## src/rtl/uart_tx_frame_ctrl.sv

```systemverilog
// rtl/uart_tx_frame_ctrl.sv - parametrised UART TX frame engine (start, data, parity, 1/2 stop bits)
// Optional line-break generation is compiled in with UART_TX_BREAK_EN.
module uart_tx_frame_ctrl #(
  parameter int DATA_WIDTH = 8,
  parameter int BREAK_LEN  = 16
) (
  input  logic                  clk,
  input  logic                  rst_n,
  input  logic                  baud_tick,
  input  logic [DATA_WIDTH-1:0] in_data,
  input  logic                  in_valid,
  output logic                  in_ready,
  input  logic                  par_en,
  input  logic                  par_odd,
  input  logic                  stop2,
`ifdef UART_TX_BREAK_EN
  input  logic                  send_break,
`endif
  output logic                  tx_out,
  output logic                  busy,
  output logic                  tx_done
);

  localparam int CW = $clog2(DATA_WIDTH);
  localparam logic [CW-1:0] LAST_BIT = CW'(DATA_WIDTH - 1);

  typedef enum logic [2:0] {
    S_IDLE   = 3'd0,
    S_LOAD   = 3'd1,
    S_START  = 3'd2,
    S_DATA   = 3'd3,
    S_PARITY = 3'd4,
    S_STOP   = 3'd5
`ifdef UART_TX_BREAK_EN
    , S_BREAK = 3'd6
`endif
  } state_e;

  state_e                state_q, state_d;
  logic                  tx_q, tx_d;
  logic                  busy_q, busy_d;
  logic                  done_q, done_d;
  logic [DATA_WIDTH-1:0] shreg_q, shreg_d;
  logic [CW-1:0]         bit_cnt_q, bit_cnt_d;
  logic                  stop_cnt_q, stop_cnt_d;
  logic                  par_en_q, par_en_d;
  logic                  par_bit_q, par_bit_d;
  logic                  stop2_q, stop2_d;

`ifdef UART_TX_BREAK_EN
  localparam int BRK_CW = $clog2(BREAK_LEN + 1);
  localparam logic [BRK_CW-1:0] BRK_LAST = BRK_CW'(BREAK_LEN - 1);
  logic              brk_q, brk_d;
  logic [BRK_CW-1:0] brk_cnt_q, brk_cnt_d;
`else
  localparam int unused_break_len = BREAK_LEN;
`endif

  logic idle_ready;
  logic last_stop;
  logic xfer;

`ifdef UART_TX_BREAK_EN
  assign idle_ready = (state_q == S_IDLE) && !send_break;
`else
  assign idle_ready = (state_q == S_IDLE);
`endif

  assign last_stop = !stop2_q || stop_cnt_q;
  // The final stop tick doubles as an accept slot so frames can run back to back.
  assign in_ready  = idle_ready || ((state_q == S_STOP) && last_stop && baud_tick);
  assign xfer      = in_valid && in_ready;

  always_comb begin
    state_d    = state_q;
    tx_d       = tx_q;
    busy_d     = busy_q;
    done_d     = 1'b0;
    shreg_d    = shreg_q;
    bit_cnt_d  = bit_cnt_q;
    stop_cnt_d = stop_cnt_q;
    par_en_d   = par_en_q;
    par_bit_d  = par_bit_q;
    stop2_d    = stop2_q;
`ifdef UART_TX_BREAK_EN
    brk_d      = brk_q;
    brk_cnt_d  = brk_cnt_q;
`endif

    case (state_q)
      S_IDLE: begin
        tx_d   = 1'b1;
        busy_d = 1'b0;
`ifdef UART_TX_BREAK_EN
        if (send_break) begin
          state_d = S_LOAD;
          busy_d  = 1'b1;
          brk_d   = 1'b1;
        end else
`endif
        if (xfer) begin
          state_d = S_LOAD;
          busy_d  = 1'b1;
        end
      end
      S_LOAD: begin
        if (baud_tick) begin
          tx_d = 1'b0;
`ifdef UART_TX_BREAK_EN
          if (brk_q) begin
            state_d   = S_BREAK;
            brk_cnt_d = '0;
          end else begin
            state_d = S_START;
          end
`else
          state_d = S_START;
`endif
        end
      end
      S_START: begin
        if (baud_tick) begin
          tx_d      = shreg_q[0];
          bit_cnt_d = '0;
          state_d   = S_DATA;
        end
      end
      S_DATA: begin
        if (baud_tick) begin
          if (bit_cnt_q != LAST_BIT) begin
            shreg_d   = shreg_q >> 1;
            bit_cnt_d = bit_cnt_q + 1'b1;
            tx_d      = shreg_q[1];
          end else if (par_en_q) begin
            tx_d    = par_bit_q;
            state_d = S_PARITY;
          end else begin
            tx_d       = 1'b1;
            stop_cnt_d = 1'b0;
            state_d    = S_STOP;
          end
        end
      end
      S_PARITY: begin
        if (baud_tick) begin
          tx_d       = 1'b1;
          stop_cnt_d = 1'b0;
          state_d    = S_STOP;
        end
      end
      S_STOP: begin
        if (baud_tick) begin
          if (!last_stop) begin
            stop_cnt_d = 1'b1;
          end else begin
            done_d = 1'b1;
            if (xfer) begin
              tx_d    = 1'b0;
              state_d = S_START;
            end else begin
              state_d = S_IDLE;
              busy_d  = 1'b0;
            end
          end
        end
      end
`ifdef UART_TX_BREAK_EN
      S_BREAK: begin
        if (baud_tick) begin
          if (brk_cnt_q == BRK_LAST) begin
            tx_d       = 1'b1;
            stop_cnt_d = 1'b0;
            stop2_d    = stop2;
            brk_d      = 1'b0;
            state_d    = S_STOP;
          end else begin
            brk_cnt_d = brk_cnt_q + 1'b1;
          end
        end
      end
`endif
      default: begin
        state_d = S_IDLE;
        tx_d    = 1'b1;
        busy_d  = 1'b0;
      end
    endcase

    // Frame attributes are captured only at the handshake; later input changes are ignored.
    if (xfer) begin
      shreg_d   = in_data;
      par_en_d  = par_en;
      par_bit_d = (^in_data) ^ par_odd;
      stop2_d   = stop2;
    end
  end

  always_ff @(posedge clk or negedge rst_n) begin
    if (!rst_n) begin
      state_q    <= S_IDLE;
      tx_q       <= 1'b1;
      busy_q     <= 1'b0;
      done_q     <= 1'b0;
      shreg_q    <= '0;
      bit_cnt_q  <= '0;
      stop_cnt_q <= 1'b0;
      par_en_q   <= 1'b0;
      par_bit_q  <= 1'b0;
      stop2_q    <= 1'b0;
`ifdef UART_TX_BREAK_EN
      brk_q      <= 1'b0;
      brk_cnt_q  <= '0;
`endif
    end else begin
      state_q    <= state_d;
      tx_q       <= tx_d;
      busy_q     <= busy_d;
      done_q     <= done_d;
      shreg_q    <= shreg_d;
      bit_cnt_q  <= bit_cnt_d;
      stop_cnt_q <= stop_cnt_d;
      par_en_q   <= par_en_d;
      par_bit_q  <= par_bit_d;
      stop2_q    <= stop2_d;
`ifdef UART_TX_BREAK_EN
      brk_q      <= brk_d;
      brk_cnt_q  <= brk_cnt_d;
`endif
    end
  end

  assign tx_out  = tx_q;
  assign busy    = busy_q;
  assign tx_done = done_q;

endmodule

```

## config.mk

```make
export PLATFORM = sky130hd
export DESIGN_NAME = uart_tx_frame_ctrl
export DESIGN_NICKNAME = d
export VERILOG_FILES = /design/src/rtl/uart_tx_frame_ctrl.sv
export SDC_FILE = /design/constraint.sdc
export NUM_CORES = 1
export LEC_CHECK = 0
export BUFFER_PORTS_ARGS = -buffer_cell sky130_fd_sc_hd__buf_2
export CORE_ASPECT_RATIO = 1.25
export CORE_MARGIN = 10
export CORE_UTILIZATION = 50
export CTS_CLUSTER_SIZE = 16
export DETAILED_ROUTE_END_ITERATION = 16
export PLACE_DENSITY_LB_ADDON = 0.12
export SLEW_MARGIN = 20
export SYNTH_ARGS = -nofsm -noshare
export SYNTH_HDL_FRONTEND = slang
export SYNTH_SLANG_ARGS = --single-unit
```

## constraint.sdc

```tcl
create_clock -name clk -period 4.8 [get_ports clk]
set_input_delay 0.24 -clock clk [delete_from_list [all_inputs] [get_ports clk]]
set_output_delay 0.24 -clock clk [all_outputs]
set_load 0.03 [all_outputs]
```

# After elaboration in Yosys (flattened, before gate mapping)

Index checks and enable logic that the tools add are counted.

Bits of input ports: 15
Flip-flop bits (word level): 21

Add/sub/neg operators: 1
Reduce and logical (&&, ||, !) cells: 20
Bitwise operators: 2
Eq/ne operators: 19
Multiplexer cells: 43

Operators by type and width:

| cell                                          | number |
|---|---|
| 2-to-1 mux 3 bit                              | 11 |
| 2-to-1 mux 8 bit                              | 4 |
| inequality test 2 bit, second input constant  | 12 |
| 2-to-1 mux 1 bit                              | 22 |
| case mux 3 bit (6 select lines)               | 1 |
| AND reduction 7 bit                           | 2 |
| AND reduction 4 bit                           | 2 |
| AND reduction 8 bit                           | 1 |
| nonzero test 2 bit                            | 4 |
| XOR reduction 8 bit                           | 1 |
| == test 3 x 2 -> 1 bit, second input constant | 2 |
| == test 3 bit, second input constant          | 2 |
| case mux 1 bit (3 select lines)               | 2 |
| case mux 3 bit (2 select lines)               | 1 |
| case mux 1 bit (5 select lines)               | 1 |
| OR reduction 4 bit                            | 1 |
| adder 3 x 1 -> 3 bit, second input constant   | 1 |
| == test 3 x 1 -> 1 bit, second input constant | 1 |
| logical AND 1 bit                             | 3 |
| zero test 3 bit                               | 1 |
| inequality test 3 bit, second input constant  | 1 |
| AND reduction 3 bit                           | 1 |
| nonzero test 3 bit                            | 1 |
| logical OR 1 bit                              | 2 |
| 5 further kinds                               | 5 |

# Depth between registers and ports, before layout

Depth after elaboration: 10
Mapped depth: 7
Depth with buffers taken out: 6

# Worst setup path after synthesis

OpenSTA, ideal clock, no wires.

Path kind: flip-flop to flip-flop
From: reg bit_cnt_q[0]
To: reg shreg_q[5]
Path slack: 2.925 ns
Cell stages (with the launch flop): 6
Period minus slack after synthesis: 1.875 ns
Required time: 4.672 ns
Data arrival time: 1.747 ns
Path through: dfrtp_1 -> ha_1 -> ha_1 -> nor3_4 -> mux2_1 -> mux2_1

Longest elaborated chain between the ends: 3

Ends and longest elaborated chain:

| item                          | RTL line | RTL |
|---|---|---|
| start, declared               | 44       | `logic [CW-1:0] bit_cnt_q, bit_cnt_d;` |
| start signal, assigned        | 220      | `bit_cnt_q <= bit_cnt_d;` |
| inequality test 3 bit         | 130      | `if (bit_cnt_q != LAST_BIT) begin` |
| nonzero test 2 bit (no line)  | n/a      |  |
| AND reduction 3 bit (no line) | n/a      |  |
| end signal, assigned          | 219      | `shreg_q <= shreg_d;` |
| end, declared                 | 43       | `logic [DATA_WIDTH-1:0] shreg_q, shreg_d;` |

No other way between the ends.
A chain may end at the register's enable or synchronous reset.

# Worst setup path in the final report

From: reg bit_cnt_q[0]
To: reg shreg_q[1]

The elaborated chain is that of the path after synthesis.

==> metrics.txt <==
r2r setup slk roughly 2.6 ns; TritonCTS Buffers 3; status completed; largest net degree at the start of global routing 22; Diodes inserted 0; WL final 2540 um; worst slew pin tran between 0.8 and 0.9 ns; Synth area leaders dfrtp_1, mux2_1, xnor2_1; WP data required 4.99 ns; Max IR drop VDD between 0.2 and 0.25 mV; Seq cells post-synth 21; first-pass detailed-route iteration total 4; element type at the critical path start register; Syn Nets 140; sum of negative setup slack 0 ns; initial antenna violation count 0; RSZ-0062 raised after global routing false; clock power share a little over an eighth; share of the synthesized area in the top cell type between 30% and 40%; Post-CTS Resized 0; Total Power 0.000626 W; CTS tree yes; # setup viols final 0; chip width 65.1 um; vias about 1.0k; worst hold path depth 2; WL/cell ~15 um; most frequent cell after synthesis dfrtp_1; Setup CP Type reg2reg; Detailed Place HPWL roughly 1900 um; Antenna Nets Post-Route 0; drt initial violations 36; RD Place Congestion ~0.90; Area Growth Syn to Fin 10.8%; Hold/Removal Path Class in2reg; leading area contributor after synthesis dfrtp_1; library cells used by synthesis between 40 and 50; Cell Chain, Critical Path ha_1 > ha_1 > nor3_4 > mux2_1 > mux2_1; slowest cell on the critical path nor3_4; Final period util a little under half; clk slew on worst S/H paths approximately 0.13 ns; chip height roughly 76 um; DRC violations left 0; number of global-route vias before repair 995; Power Dens Cells around 440 nW/um^2; PortBufs 18; Max Slew Vio Count 0; Ys Warns 0; Initial Util ~52%; max-cap violations 0; Hold Violations, Final 0; fraction of layout cells with a size suffix above 1 a little over a fifth; hold_sp stop2; Sink Count 21; # hold bufs at CTS 1; cell area after synthesis about 1300 um^2; EDFF count, synth 0; full die area roughly 5000 um^2; NetSw roughly 0.00024 W; crit path capture type register; CP Max Fanout 12; Net Sw Frac between 30% and 40%; syn avg cell area around 10 um^2; worst r2r src bit_cnt_q[0]$_DFFE_PN0P_; Logic pwr share about two fifths; routed vias/inst a little under 6; internal power 0.000388 W; RR Endpoint shreg_q[1]$_DFFE_PN0P_; Syn Inst Count roughly 120; worst r2r path cells 5; global-route wire length before repair roughly 4500 um; CP startpoint bit_cnt_q[0]$_DFFE_PN0P_; Worst setup endpoint shreg_q[1]$_DFFE_PN0P_; CP arrival 2.36 ns; Tmin final roughly 2.2 ns; Reg power frac a little under half; std cell rows 20; Synth Flop Type dfrtp_1; Total Routing Usage GR a little over a tenth; Worst-Skew Late Latency roughly 0.30 ns; core box area around 2400 um^2; final hold slack between 0.15 and 0.2 ns; most instantiated cells after synthesis dfrtp_1, mux2_1, nor2_1; root buffer cell clkbuf_4; Synth async-reset ratio between 90% and 100%; clock tree buffer depth 2; post-CTS setup buffers 0; Worst path max stage delay ~0.46 ns; leakage dissipation 0.677 nW; IO Count 19; fmax around 460 MHz; H-tree Lvls 1; sequential area share after synthesis between 40% and 50%; gr ovfl total 0; fin nets around 160; headroom to the max-slew limit 45.1%; Clock Skew 0.0137 ns
[power by group through the flow]
stage,registers [W],clock network (W),logic [W]
2_1_floorplan,0.000288,0,0.000197
3_3_place_gp,0.000299,0,0.000239
3_5_place_dp,0.000302,0,0.000245
4_1_cts,0.000298,0.0000902,0.000247
5_1_grt,0.000308,0.000100,0.000276
6_report,0.000297,0.0000848,0.000244
[flip-flops by register name, indices dropped and copies added, names as in the netlist]
name	cells
tx_done	1
tx_out	1
state_q	3
shreg_q	8
bit_cnt_q	3
par_en_q	1
par_bit_q	1
busy	1
stop_cnt_q	1
stop2_q	1
[per-stage QoR]
| step | std cells | worst slack, ns | util [%] | instance area (um^2) |
|---|---|---|---|---|
| detailed placement | 168 | 2.63 | 56.5 | 1370 |
| global placement | 168 | 2.65 | 56.5 | 1370 |
| global route | 173 | 2.51 | 58.0 | 1410 |
| finish | 173 | 2.63 | 58.0 | 1410 |
| CTS | 173 | 2.61 | 58.0 | 1410 |
| floorplan | 123 | 2.93 | - | 1270 |
[worst min-delay path by stage]
| stage | to | slack, ns |
|---|---|---|
| after detailed placement | bit_cnt_q[2]$_DFFE_PN0P_ | 0.23 |
| after global routing | stop2_q$_DFFE_PN0N_ | 0.14 |
| after floorplan | bit_cnt_q[0]$_DFFE_PN0P_ | -0.06 |
| final | stop2_q$_DFFE_PN0N_ | 0.15 |
| after CTS | par_en_q$_DFFE_PN0N_ | 0.14 |
| after global placement | bit_cnt_q[2]$_DFFE_PN0P_ | 0.22 |
[logic make-up (layout without fill, tap and decap cells)]
group,after synthesis,in the layout,share of synthesized area [%]
AND/OR/NAND/NOR,34,34,15.0
flip-flops,21,21,41.4
buffers and inverters,13,30,4.53
multiplexers,16,16,14.2
adder cells (fa/ha/maj),2,2,1.97
AO/OA/AOI/OAI,30,30,17.0
XOR/XNOR,7,7,5.91
[area by class of cell]
class	count	area, um^2
fillers	239	1020
multi-input cells	89	687
well taps	33	41.3
inverters	7	26.3
clock buffers	3	22.5
repair buffers	19	100
clock inverters	1	5.00
flip-flops and latches	21	527
[metal layers]
layer	wire length [um]	track usage, %
met1	1170	13.9
met2	1240	17.4
met5	0	0
met3	106	2.65
met4	13	3.00
[placed cells by master, fill, tap and decap left out, types with 2 or more instances in the layout]
cell      instances
inv_2             2
nand3_1           2
xnor2_1           5
a31oi_1           2
o41ai_1           2
nor2b_1           2
ha_1              2
dfrtp_1          20
mux2_1           16
o21ai_1           4
nor2_1            8
buf_2            18
a21oi_1           3
o21ai_0           4
nand2_1           6
inv_1             5
a22o_1            3
a211oi_1          2
clkbuf_4          3
nand2b_1          5
nor3_1            2
[worst max-delay path, delay by kind of cell (launching register included)]
kind	cells	cell delay, ns
muxes	2	0.64
adders and majority gates	2	0.55
and+or+nand+nor	1	0.46
DFF	1	0.42
(Power assumes the default switching activity.)
